### config.mk
export PLATFORM = sky130hd
export DESIGN_NAME = hazard_stall_ctrl
export DESIGN_NICKNAME = d
export VERILOG_FILES = /design/src/rtl/hazard_stall_ctrl.sv
export SDC_FILE = /design/constraint.sdc
export NUM_CORES = 1
export LEC_CHECK = 0
export BUFFER_PORTS_ARGS = -buffer_cell sky130_fd_sc_hd__buf_2
export CAP_MARGIN = 20
export CORE_ASPECT_RATIO = 0.6
export CORE_MARGIN = 8
export CORE_UTILIZATION = 52
export DETAILED_ROUTE_END_ITERATION = 8
export GPL_TIMING_DRIVEN = 0
export HOLD_SLACK_MARGIN = 0.15
export PLACE_DENSITY = 0.89
export SYNTH_ARGS = -nofsm -noshare
export SYNTH_HDL_FRONTEND = slang
export SYNTH_SLANG_ARGS = --single-unit
### constraint.sdc
create_clock -name clk_i -period 3.7 [get_ports clk_i]
set_input_delay 0.37 -clock clk_i [delete_from_list [all_inputs] [get_ports clk_i]]
set_output_delay 0.37 -clock clk_i [all_outputs]
set_load 0.005 [all_outputs]
### src/rtl/hazard_stall_ctrl.sv
// Pipeline sequencing controller for the 5-stage RISC-V core.
// Decodes the ID-stage source-register usage and detects load-use hazards
// against EX. It arbitrates between a data-cache freeze, a load-use bubble
// and a taken-branch flush. It also keeps saturating event counters for
// performance analysis.
module hazard_stall_ctrl #(
  parameter int CNT_W = 32
) (
  input  logic             clk_i,
  input  logic             rst_i,
  input  logic             start_i,
  input  logic [31:0]      id_inst_i,
  input  logic             ex_memread_i,
  input  logic [4:0]       ex_rd_i,
  input  logic             branch_taken_i,
  input  logic             mem_stall_i,
  output logic             pc_write_o,
  output logic             ifid_write_o,
  output logic             ifid_flush_o,
  output logic             idex_bubble_o,
  output logic             freeze_o,
  output logic [1:0]       state_o,
  output logic [CNT_W-1:0] bubble_cnt_o,
  output logic [CNT_W-1:0] freeze_cnt_o,
  output logic [CNT_W-1:0] flush_cnt_o
);

  typedef enum logic [1:0] {
    IDLE   = 2'd0,
    RUN    = 2'd1,
    FREEZE = 2'd2
  } state_t;

  // Opcode classes shared with the immediate generator
  localparam logic [6:0] OP_RTYPE = 7'b0110011;
  localparam logic [6:0] OP_IALU  = 7'b0010011;
  localparam logic [6:0] OP_LOAD  = 7'b0000011;
  localparam logic [6:0] OP_STORE = 7'b0100011;
  localparam logic [6:0] OP_BRNCH = 7'b1100011;

  state_t state_q;
  state_t state_d;

  logic [6:0] opcode;
  logic [4:0] rs1;
  logic [4:0] rs2;
  logic       use_rs1;
  logic       use_rs2;
  logic       hazard;

  // Which condition won arbitration this cycle; drives the counters
  logic       ev_freeze;
  logic       ev_bubble;
  logic       ev_flush;

  // Instruction bits that play no part in source decode
  logic       unused_inst;

  assign opcode      = id_inst_i[6:0];
  assign rs1         = id_inst_i[19:15];
  assign rs2         = id_inst_i[24:20];
  assign unused_inst = ^{id_inst_i[31:25], id_inst_i[14:7]};

  // Saturating increment: holds at all-ones instead of wrapping
  function automatic logic [CNT_W-1:0] sat_inc(input logic [CNT_W-1:0] v);
    logic [CNT_W-1:0] one;
    one = {{(CNT_W-1){1'b0}}, 1'b1};
    if (&v) begin
      return v;
    end
    return v + one;
  endfunction

  // Source-register usage by opcode class
  always_comb begin
    use_rs1 = 1'b0;
    use_rs2 = 1'b0;
    case (opcode)
      OP_RTYPE: begin use_rs1 = 1'b1; use_rs2 = 1'b1; end
      OP_IALU:  begin use_rs1 = 1'b1; end
      OP_LOAD:  begin use_rs1 = 1'b1; end
      OP_STORE: begin use_rs1 = 1'b1; use_rs2 = 1'b1; end
      OP_BRNCH: begin use_rs1 = 1'b1; use_rs2 = 1'b1; end
      default:  begin use_rs1 = 1'b0; use_rs2 = 1'b0; end
    endcase
  end

  // Load-use hazard: x0 is never a real dependency
  assign hazard = ex_memread_i && (ex_rd_i != 5'd0) &&
                  ((use_rs1 && (rs1 == ex_rd_i)) ||
                   (use_rs2 && (rs2 == ex_rd_i)));

  // FSM state register
  always_ff @(posedge clk_i or posedge rst_i) begin
    if (rst_i) begin
      state_q <= IDLE;
    end else begin
      state_q <= state_d;
    end
  end

  // FSM next-state logic
  always_comb begin
    state_d = state_q;
    if (!start_i) begin
      state_d = IDLE;
    end else begin
      case (state_q)
        IDLE:    state_d = RUN;
        RUN:     if (mem_stall_i) state_d = FREEZE;
        FREEZE:  if (!mem_stall_i) state_d = RUN;
        default: state_d = IDLE;
      endcase
    end
  end

  // Prioritised Mealy outputs; FREEZE and RUN share the same decision
  // ladder, so the release cycle acts on hazard/branch with no dead cycle.
  always_comb begin
    pc_write_o    = 1'b0;
    ifid_write_o  = 1'b0;
    ifid_flush_o  = 1'b0;
    idex_bubble_o = 1'b0;
    freeze_o      = 1'b0;
    ev_freeze     = 1'b0;
    ev_bubble     = 1'b0;
    ev_flush      = 1'b0;
    if ((state_q == IDLE) || !start_i) begin
      freeze_o = 1'b1;
    end else if (mem_stall_i) begin
      freeze_o  = 1'b1;
      ev_freeze = 1'b1;
    end else if (hazard) begin
      // A taken beq waits one cycle for the forwarded load data
      idex_bubble_o = 1'b1;
      ev_bubble     = 1'b1;
    end else if (branch_taken_i) begin
      pc_write_o   = 1'b1;
      ifid_write_o = 1'b1;
      ifid_flush_o = 1'b1;
      ev_flush     = 1'b1;
    end else begin
      pc_write_o   = 1'b1;
      ifid_write_o = 1'b1;
    end
  end

  // Event counters; only reset clears them, start_i does not
  always_ff @(posedge clk_i or posedge rst_i) begin
    if (rst_i) begin
      bubble_cnt_o <= '0;
      freeze_cnt_o <= '0;
      flush_cnt_o  <= '0;
    end else begin
      if (ev_bubble) bubble_cnt_o <= sat_inc(bubble_cnt_o);
      if (ev_freeze) freeze_cnt_o <= sat_inc(freeze_cnt_o);
      if (ev_flush)  flush_cnt_o  <= sat_inc(flush_cnt_o);
    end
  end

  assign state_o = state_q;

endmodule

==> flow_results.org <==
** Power and ir drop
- In this run, the combinational gates consume 10.1% of the power.
- The clock network is responsible for 39.5% of the overall power.
- The internal power of the cells totals between 1500 and 2000 µW.
- Power Dens Cells :: 379 mW/mm²
- The worst-case IR drop observed on VDD is 0.376 mV.
- Net Sw Frac :: approximately a quarter
- Summed over all nets, the switching power comes to ~600 µW.
- Sequential cells account for 50.4% of the total power.
- Summed over all cells, the static leakage comes to between 0.003 and 0.004 µW.

** STA
- For the finished layout, the period the worst path requires is roughly 2400 ps.
- Worst slew margin :: approximately two fifths
- The final hold violation count came to 0.
- In the final timing run, aggregate negative setup slack is 0 ps.
- Dividing the final minimum period by the clock period gives roughly 64%.
- Fin Hold WS :: about 290 ps
- On the final layout, the worst clock skew is 9.27 ps.
- Setup violations remaining at the end of the flow were counted as 0.
- Fmax :: 0.420 GHz
- At the pin with the least slew margin, the transition time is just under 900 ps.
- Final max-slew violation count :: 0
- Setup repair after global routing left no endpoint under its margin.

** Final layout
- The repair_antennas step left the layout with diodes totalling 0.
- Fillers :: 792
- Summing all multi-input logic gate instances after layout gives ~0.0025 mm².
- In the final layout, flip-flops and latches occupy approximately 0.0025 mm².
- Layout Area Growth over Synthesis :: 22.8%
- Layout cells sized above 1 :: slightly above 30%
- In the final design database the tool counted ~670 nets.

** Detailed routing
- Drt initial violations :: 295
- Once detail routing completed, the nets flagged for antenna violations numbered 0.
- Top sig layer :: met4
- Wire segments on met3 add up to about 950 µm in the final route.
- After detailed routing, the average wire length per cell comes to ~17 µm.
- Detailed routing placed a total of between 6000 and 7000 µm of wire on met2.
- Average vias per placed instance :: ~5.4
- Total via count in the routed design :: roughly 4100
- The detailed router put a total of about 5700 µm of wire on met1.
- In the routed design, unresolved DRC markers number 0.
- DRT Pass-1 Iters :: 5
- Aggregate routed wire length :: ~13000 µm

** CTS
- Number of buffers created by CTS :: 9
- Clock insertion delay at the later pin of the skew report :: 340 ps
- Number of buffers on the longest clock path :: 2
- Number of resized instances in the post-cts repair step :: 0
- After clock tree synthesis, the clock-pin slew on the worst setup and hold paths is roughly 60 ps.
- The tree is rooted in a sky130_fd_sc_hd__clkbuf_16.
- H-tree levels :: 3
- Clock sinks :: 98
- Clock tree from TritonCTS :: built

** Worst setup path
- Data required time at the worst endpoint :: between 3000 and 4000 ps
- In this design, the largest share of critical-path delay is due to simple AND/OR/NAND/NOR gates.
- Top cell by count, worst path :: sky130_fd_sc_hd__buf_2
- Type of element launching the critical path :: primary input
- The slowest stage of the critical path belongs to the cell sky130_fd_sc_hd__or4_1.
- CP Buf/Inv Count :: 3
- Largest stage delay on the critical path :: 530 ps
- The signal on the critical path passes through buf_2, or4_1, nor2_1, a211oi_4, a21oi_4, buf_4, buf_2.
- Along the worst path, the maximum fanout reaches 10.
- Critical Path Sink Type :: primary output
- Data arrival time of the critical path :: about 2000 ps
- The critical path is of the primary input to primary output type.

** Die
- Once the floorplan was initialized, standard cells occupied a little over half of the core.
- In this run the vertical extent of the chip is ~92 µm.
- From left edge to right edge, the die measures around 140 µm.
- Die area :: 0.0133 mm²
- Count of standard-cell rows :: 28
- Ports :: approximately 150
- In this run the standard cell core region covers roughly 0.0097 mm².

** Placed design
- At the end of routability-driven placement, the weighted congestion stood at approximately 0.85.
- Summed over all nets, the half-perimeter wirelength after detailed placement is ~10000 µm.
- In this run the tool buffered the top-level ports with 130 buffer cells.

** Logic synthesis
- The mapped netlist covers 0.00506 mm².
- Synth area leader :: sky130_fd_sc_hd__dfrtp_1
- Unique masters post-synth :: 49
- Net count after synthesis :: 522
- By instance count, the leading cell after synthesis is sky130_fd_sc_hd__dfrtp_1.
- Primary FF master, synth :: sky130_fd_sc_hd__dfrtp_1
- Dividing the synthesized area by the synthesized cell count gives approximately 11 µm².
- Number of synthesized flops with an enable pin :: 0
- By count the netlist is led by sky130_fd_sc_hd__dfrtp_1 (98), sky130_fd_sc_hd__xnor2_1 (55), sky130_fd_sc_hd__xor2_1 (47).
- By area the synthesized netlist is led by sky130_fd_sc_hd__dfrtp_1 (48%), sky130_fd_sc_hd__xnor2_1 (9.5%), sky130_fd_sc_hd__xor2_1 (8.1%).
- Synthesis inferred 98 register bits.
- For this run, the number of Yosys warnings is 0.
- Area share of the leading cell type in the synthesized netlist :: about half
- Counting every instance in the synthesized netlist gives 476.
- Sequential fraction of the synthesis area :: roughly half
- For this run, asynchronously set or reset flops after synthesis account for 100%.

** Global routing
- The via count of the first global-routing pass was just over 4000.
- After global routing the overflow that remains totals 0.
- Entering global routing, the biggest net connects 51 pins.
- The first global-routing pass estimated 21100 µm of wire.
- Total Routing Usage GR :: 19.7%
- Antenna violations before repair :: 0

** Worst hold path
- Type of the most critical hold path :: primary input to register

** Run status
- Status :: finished, final reports clean

** Job
- Max-cap violations in this run came to 0.
-- sequential cells by signal (all words and copies together) (netlist names) --
name / count
bubble_cnt_o: 32
flush_cnt_o: 32
state_o: 2
freeze_cnt_o: 32
-- layer usage --
metal  track usage, %  vias to the layer above
li1                 -                     1935
met1             26.5                     2026
met2             31.4                      147
met3             5.14                       14
met4             4.18                        0
met5                0                        -
-- stage by stage --
stage | area (µm²) | setup WS (ps) | instances | power (µW) | utilization [%]
after CTS | 6220 | 1310 | 758 | 2380 | 64.3
after global placement | 5880 | -265 | 741 | 1420 | 60.9
after global routing | 6220 | 1180 | 758 | 2460 | 64.3
final | 6220 | 1320 | 758 | 2360 | 64.3
after detailed placement | 5910 | 1310 | 742 | 1450 | 61.2
after floorplan | 5060 | 768 | 476 | 1320 | -
-- power by group through the flow --
stage	Sequential, µW	Clock, µW	Combinational [µW]
after floorplan	1200	0	124
after global placement	1200	0	221
after detailed placement	1210	0	239
after CTS	1190	948	242
after global routing	1200	995	266
final	1190	931	237
-- what timing repair did --
item	CTS	global route
setup buffers	0	0
endpoints found under the hold margin	48	0
hold buffers	1	0
-- placed cells by master, fill, tap and decap left out, drive strengths merged, types with 2 or more instances in the layout --
master | netlist | routed
and2 | 6 | 6
and4bb | 2 | 2
xnor2 | 55 | 55
clkbuf | 1 | 12
ha | 3 | 3
mux2 | 3 | 3
nor4 | 10 | 10
o2111ai | 2 | 2
nand2 | 36 | 36
nand4 | 31 | 31
and3 | 11 | 11
and4 | 9 | 9
nand3b | 2 | 2
buf | 10 | 141
a21oi | 5 | 5
inv | 19 | 19
nand3 | 39 | 39
o211ai | 3 | 3
o21ai | 2 | 2
xor2 | 47 | 47
dfrtp | 98 | 98
or2 | 2 | 2
nor2 | 32 | 32
nor3b | 2 | 2
clkinvlp | 0 | 3
nor3 | 37 | 37
-- area by class of cell --
| class | instances | area share, % |
|---|---|---|
| buffer | 11 | 1.39 |
| tap | 135 | 2.72 |
| multi-input combinational | 348 | 39.5 |
| sequential | 98 | 39.4 |
| inverter | 19 | 1.19 |
| clock buffer | 11 | 3.90 |
| clock inverter | 4 | 0.845 |
| timing repair buffer | 132 | 11.1 |
-- cell families after synthesis --
family	count (synthesis)	share of synthesized area, %
xor+xnor	102	17.6
buf+inv	30	3.11
fa+ha+maj	3	0.741
flops	98	48.4
mux	3	0.741
compound gates	17	3.24
simple gates	223	26.1
-- final timing paths --
kind                             startpoint               end  depth (start not counted)  slack [ps]
max                              ex_rd_i[1]      ifid_flush_o                          7        1320
min                                 start_i        state_o[0]                          2         290
max reg2reg                 freeze_cnt_o[8]   freeze_cnt_o[1]                          6        1390
min reg2reg                freeze_cnt_o[11]  freeze_cnt_o[11]                          1         490
max in group asynchronous             rst_i  bubble_cnt_o[14]                          4        2350
min in group asynchronous             rst_i    flush_cnt_o[6]                          3         680
Power figures use the tool's default switching activity.
